$ cat src/rtl/apb_pkg.sv
// apb_pkg: shared types and helpers for the APB master arbiter
package apb_pkg;
    localparam int APB_AW = 32;
    localparam int APB_DW = 32;

    typedef enum logic [1:0] {IDLE, SETUP, ACCESS} apb_state_e;

    typedef struct packed {
        logic [APB_AW-1:0] addr;
        logic              write;
        logic [APB_DW-1:0] wdata;
    } apb_req_t;

    function automatic int cnt_width(input int cycles);
        return (cycles < 1) ? 1 : $clog2(cycles + 1);
    endfunction
endpackage

$ cat src/rtl/rr_arbiter.sv
// rr_arbiter: combinational round-robin pick of the first request at or after ptr
module rr_arbiter #(
    parameter int N  = 2,
    parameter int PW = (N > 1) ? $clog2(N) : 1
) (
    input  logic [N-1:0]  req,
    input  logic [PW-1:0] ptr,
    output logic [N-1:0]  gnt,
    output logic [PW-1:0] idx,
    output logic          any
);
    logic [PW-1:0] k;

    // scan from the far end so the request nearest the pointer is assigned last and wins
    always_comb begin
        k   = '0;
        idx = '0;
        any = 1'b0;
        for (int i = N - 1; i >= 0; i--) begin
            k = PW'((int'(ptr) + i) % N);
            if (req[k]) begin
                idx = k;
                any = 1'b1;
            end
        end
        gnt = any ? (N'(1) << idx) : '0;
    end
endmodule

$ cat src/rtl/apb_master_arbiter.sv
// apb_master_arbiter: shares one APB master port among NUM_REQ requesters with round-robin arbitration
module apb_master_arbiter
    import apb_pkg::*;
#(
    parameter int NUM_REQ        = 2,
    parameter int DATA_WIDTH     = APB_DW,
    parameter int ADDR_WIDTH     = APB_AW,
    parameter int TIMEOUT_CYCLES = 256
) (
    input  logic                          PCLK,
    input  logic                          PRESETn,
    input  logic [NUM_REQ-1:0]            req_valid_i,
    output logic [NUM_REQ-1:0]            req_ready_o,
    input  logic [NUM_REQ-1:0]            req_write_i,
    input  logic [NUM_REQ*ADDR_WIDTH-1:0] req_addr_i,
    input  logic [NUM_REQ*DATA_WIDTH-1:0] req_wdata_i,
    output logic [NUM_REQ-1:0]            rsp_valid_o,
    output logic [DATA_WIDTH-1:0]         rsp_rdata_o,
    output logic                          rsp_err_o,
    output logic [ADDR_WIDTH-1:0]         PADDR,
    output logic                          PSEL,
    output logic                          PENABLE,
    output logic                          PWRITE,
    output logic [DATA_WIDTH-1:0]         PWDATA,
    input  logic                          PREADY,
    input  logic [DATA_WIDTH-1:0]         PRDATA,
    input  logic                          PSLVERR
);
    localparam int PW       = (NUM_REQ > 1) ? $clog2(NUM_REQ) : 1;
    localparam int CW       = cnt_width(TIMEOUT_CYCLES);
    localparam int TMO_LAST = (TIMEOUT_CYCLES > 0) ? TIMEOUT_CYCLES - 1 : 0;

    apb_state_e         state, state_nx;
    apb_req_t           req_q;
    logic [PW-1:0]      ptr, gidx, gidx_q;
    logic [NUM_REQ-1:0] gnt;
    logic               any, timeout, done;
    logic [CW-1:0]      cnt;
    logic [ADDR_WIDTH-1:0] sel_addr;
    logic [DATA_WIDTH-1:0] sel_wdata;

    rr_arbiter #(.N(NUM_REQ), .PW(PW)) u_rr (
        .req (req_valid_i),
        .ptr (ptr),
        .gnt (gnt),
        .idx (gidx),
        .any (any)
    );

    assign sel_addr  = req_addr_i[int'(gidx)*ADDR_WIDTH +: ADDR_WIDTH];
    assign sel_wdata = req_wdata_i[int'(gidx)*DATA_WIDTH +: DATA_WIDTH];

    // the counter reaches TIMEOUT_CYCLES on this edge; a simultaneous PREADY takes precedence
    assign timeout = (TIMEOUT_CYCLES != 0) && (cnt == CW'(TMO_LAST)) && !PREADY;
    assign done    = (state == ACCESS) && (PREADY || timeout);

    assign PADDR  = ADDR_WIDTH'(req_q.addr);
    assign PWRITE = req_q.write;
    assign PWDATA = DATA_WIDTH'(req_q.wdata);

    always_ff @(posedge PCLK or negedge PRESETn) begin
        if (!PRESETn) state <= IDLE;
        else          state <= state_nx;
    end

    always_comb begin
        state_nx = state;
        case (state)
            IDLE:    state_nx = any ? SETUP : IDLE;
            SETUP:   state_nx = ACCESS;
            ACCESS:  state_nx = done ? IDLE : ACCESS;
            default: state_nx = IDLE;
        endcase
    end

    // ready is masked by reset so a pending request is never acknowledged while held in reset
    always_comb begin
        req_ready_o = (state == IDLE && PRESETn) ? gnt : '0;
        PSEL        = state != IDLE;
        PENABLE     = state == ACCESS;
    end

    always_ff @(posedge PCLK or negedge PRESETn) begin
        if (!PRESETn) begin
            ptr         <= '0;
            gidx_q      <= '0;
            req_q       <= '0;
            cnt         <= '0;
            rsp_valid_o <= '0;
            rsp_rdata_o <= '0;
            rsp_err_o   <= 1'b0;
        end else begin
            rsp_valid_o <= '0;
            if (state == IDLE && any) begin
                gidx_q      <= gidx;
                ptr         <= (int'(gidx) == NUM_REQ - 1) ? '0 : gidx + 1'b1;
                req_q.addr  <= APB_AW'(sel_addr);
                req_q.write <= req_write_i[gidx];
                req_q.wdata <= req_write_i[gidx] ? APB_DW'(sel_wdata) : '0;
                cnt         <= '0;
            end
            if (state == ACCESS && !PREADY) cnt <= cnt + 1'b1;
            if (done) begin
                rsp_valid_o <= NUM_REQ'(1) << gidx_q;
                rsp_err_o   <= PREADY ? PSLVERR : 1'b1;
                rsp_rdata_o <= (PREADY && !req_q.write) ? PRDATA : '0;
            end
        end
    end
endmodule

$ cat config.mk
export PLATFORM = sky130hd
export DESIGN_NAME = apb_master_arbiter
export DESIGN_NICKNAME = d
export VERILOG_FILES = /design/src/rtl/apb_pkg.sv /design/src/rtl/rr_arbiter.sv /design/src/rtl/apb_master_arbiter.sv
export SDC_FILE = /design/constraint.sdc
export NUM_CORES = 1
export LEC_CHECK = 0
export CORE_AREA = 5 5 128 130
export CTS_CLUSTER_DIAMETER = 200
export DETAILED_ROUTE_END_ITERATION = 6
export DIE_AREA = 0 0 133 135
export MAX_ROUTING_LAYER = met4
export PLACE_DENSITY = 0.84
export SLEW_MARGIN = 20
export SYNTH_ARGS = -nofsm -noshare
export SYNTH_HDL_FRONTEND = slang
export SYNTH_SLANG_ARGS = --single-unit
$ cat constraint.sdc
create_clock -name PCLK -period 1.9 [get_ports PCLK]
set_clock_uncertainty 0.1 [all_clocks]
set_input_delay 0.38 -clock PCLK [delete_from_list [all_inputs] [get_ports PCLK]]
set_output_delay 0.38 -clock PCLK [all_outputs]
set_load 0.05 [all_outputs]
==> results.yml <==
timing:
  drv_slew: 0
  period_share: 1.028
  fmax_mhz: 512.2
  hold_viol: 0
  slew_headroom: 0.3737
  setup_tns_ps: -100.1
  rsz0062_at_grt: "true"
  finalCriticalPeriod_ps: 1953
  setup_slack_ps: -52.53
  setup_viol: 2
  hold-worst-slack_ps: 354.9
  worst_slew_pin_slew_ps: 939.5
logic_synthesis:
  yosysSeqAreaShare: 0.5497
  yosys.area.top_type: "dfrtp_1"
  syn-num-nets: 672
  synthCells: 502
  synth_warnings: 0
  syn_avg_cell_area_um2: 10.25
  yosys-top-cells-area: "dfrtp_1 (55%), and2_1 (7.9%), nand2_1 (7.6%), o21ai_0 (7.2%), mux2i_1 (6.8%)"
  synth-seq-cells: 113
  synth_cell_types: 35
  yosysTopAreaCellShare: 0.5497
  netlist_area_um2: 5144
setup_path:
  crit_path_end_kind: "primary output"
  cp.required_ps: 1420
  reg2reg_slack_ps: 30
  worst-setup-path-type: "input pin to primary output"
  r2r-end: "rsp_rdata_o[2]$_DFFE_PN0P_"
  worstRegToRegCells: 7
  path_max_fanout: 3
  r2r-start: "cnt[3]$_DFFE_PN0P_"
  start_kind: "input pin"
  crit_arrival_ps: 1470
drt:
  detail_route.vias_per_cell: 4.872
  wirelength_um: 17300
  vias: 4867
  dr.pass1.iters: 4
  ant_nets: 0
  dr.first_iter.drc_count: 249
  drcViolationCount: 0
  wire_per_inst_um: 17.32
clock_network:
  htreeDepth: 4
  clock-sinks: 113
  tritoncts: "done"
  clk_latency_ps: 410
  cts_buffer_depth: 2
  path_clk_slew_ps: 50
  root_buffer: "clkbuf_16"
  cts_buffers: 17
floorplan:
  die_y_um: 135
  start_util: 0.3422
  die_area_um2: 17960
  io_pins: 272
  die_x_um: 133
  coreArea_um2: 15030
  rows: 45
placed_design:
  place_ws_ps: -240.0
  routabilityCongestion: 0.8525
  io_buffers: 271
  hpwl_um: 12420
  place_area_um2: 7994
worst_hold_path:
  holdCritStartpoint: "gidx_q$_DFFE_PN0P_"
  min_to: "rsp_valid_o[0]$_DFF_PN0_"
  holdPathStages: 1
  holdCritPathClass: "flip-flop to flip-flop"
pwr:
  swShare: 0.4623
  ir_drop_mv: 0.8169
  p_clk_frac: 0.207
  pwr-share-seq: 0.253
  internal-power_uw: 8588
  power.switching_uw: 7384
  p_per_area_nw_per_um2: 1806
  p_comb_frac: 0.540
  leakagePower_uw: 0.004138
cells_and_area:
  diodes: 0
  final_area_um2: 8846
  fillers: 1259
  drive_above_1_share: 0.2417
  area_growth_pct: 71.98
  fin_nets: 968
grt:
  grt_pass1_wl_um: 25940
  grt_overflow: 0
  grt_pass1_vias: 4958
  antenna_found_initial: 0
  grt_max_degree: 74
  track_usage: 0.1885
outcome:
  status: "finished with violations"
  violations: "setup timing"
run:
  drv_cap: 0
## flip-flops by register name, indices dropped and copies added, names as in the netlist
name and flops:
PADDR 32, cnt 9, rsp_rdata_o 32, ptr 1, state 2, rsp_err_o 1, PWDATA 32, gidx_q 1
PWRITE 1, rsp_valid_o 2
## worst max-delay path, cell delays in order
cell and delay, ps:
clkdlybuf4s50_1 420, or2_4 270, nand2_8 80, inv_4 30
and3_4 150, buf_12 140
## through the flow
step | std cells | total power, µW | util
finish | 999 | 15970 | 0.5884
global placement | 952 | 12260 | 0.5318
global route | 999 | 16750 | 0.5884
floorplan | 502 | 9392 | -
CTS | 991 | 15940 | 0.5780
detailed placement | 952 | 12430 | 0.5318
## cells in the final DEF (no fill, tap or decap), drive strengths merged, types with 4 or more instances in the layout
cell type	instances
clkdlybuf4s50	165
buf	142
dfrtp	113
nand2	105
o21ai	75
and2	66
mux2i	35
a221o	32
clkbuf	24
inv	8
nor2	7
nand3	4
clkinvlp	4
## synthesized netlist by cell type, drive strengths merged
cell type / number
a31oi: 1
nand4: 2
o21ai: 75
or3b: 1
a221o: 32
mux2i: 35
xor2: 1
buf: 18
nor3b: 2
a22o: 1
inv: 7
nor2b: 1
and3: 2
and2: 66
and4: 2
ha: 2
o31ai: 1
nand2b: 2
a21o: 2
nand2: 105
or2: 1
nand3: 4
a21oi: 2
dfrtp: 113
nor2: 7
clkbuf: 17
## how the worst max path moves through the flow
stage                        from                    end  slack [ps]  cells past startpoint
5_1_grt        state[1]$_DFF_PN0_         req_ready_o[1]        -120                      5
4_1_cts        state[0]$_DFF_PN0_         req_ready_o[0]         -80                      5
3_5_place_dp       req_valid_i[0]  PADDR[27]$_DFFE_PN0P_        -240                      6
2_1_floorplan  state[1]$_DFF_PN0_         req_ready_o[1]          -2                      5
3_3_place_gp       req_valid_i[0]         req_ready_o[1]        -210                      6
6_report           req_valid_i[1]         req_ready_o[0]         -50                      6
## per-layer routing
layer | vias up | GRT usage | share of wire
li1 | 2320 | - | -
met1 | 2294 | 0.2234 | 0.40
met5 | - | - | 0
met4 | 0 | 0.07275 | 0.023
met3 | 31 | 0.05067 | 0.074
met2 | 222 | 0.3078 | 0.50
## final cells by class
class                           count  area [µm²]  share of cell area
Tap cell                          188       235.2             0.02659
Clock inverter                     11       155.1             0.01754
Timing Repair Buffer              312        2957              0.3342
Inverter                            7       31.28            0.003536
Multi-Input combinational cell    347        2178              0.2463
Sequential cell                   113        2829              0.3198
Clock buffer                       21       460.4             0.05205
## power groups by stage
stage	clock, µW	sequential [µW]	combinational, µW
after floorplan	0	7330	2060
after global placement	0	4030	8230
after detailed placement	0	4060	8370
after CTS	3370	4050	8520
after global routing	3480	4190	9090
final	3300	4050	8620
## cell families (layout without fill, tap and decap cells)
kind of cell / after synthesis / count (layout) / synth area share
xor gates and xnor gates: 1 / 1 / 0.001703
DFF: 113 / 113 / 0.5497
AOI/OAI and AO/OA: 114 / 114 / 0.1445
adders and majority gates: 2 / 2 / 0.004864
and+or+nand+nor: 195 / 195 / 0.1897
muxes: 35 / 35 / 0.06811
buffers and inverters: 42 / 351 / 0.04135
## what timing repair did
item | in CTS | in global routing
setup endpoints to repair | 4 | 37
resized for setup | 8 | 12
cloned | 0 | 3
setup buffers | 6 | 5
endpoints found under the hold margin | 40 | 0
hold buffers | 1 | 0
pin swaps | 6 | 32
No activity file was read; power rests on OpenSTA's default activity.
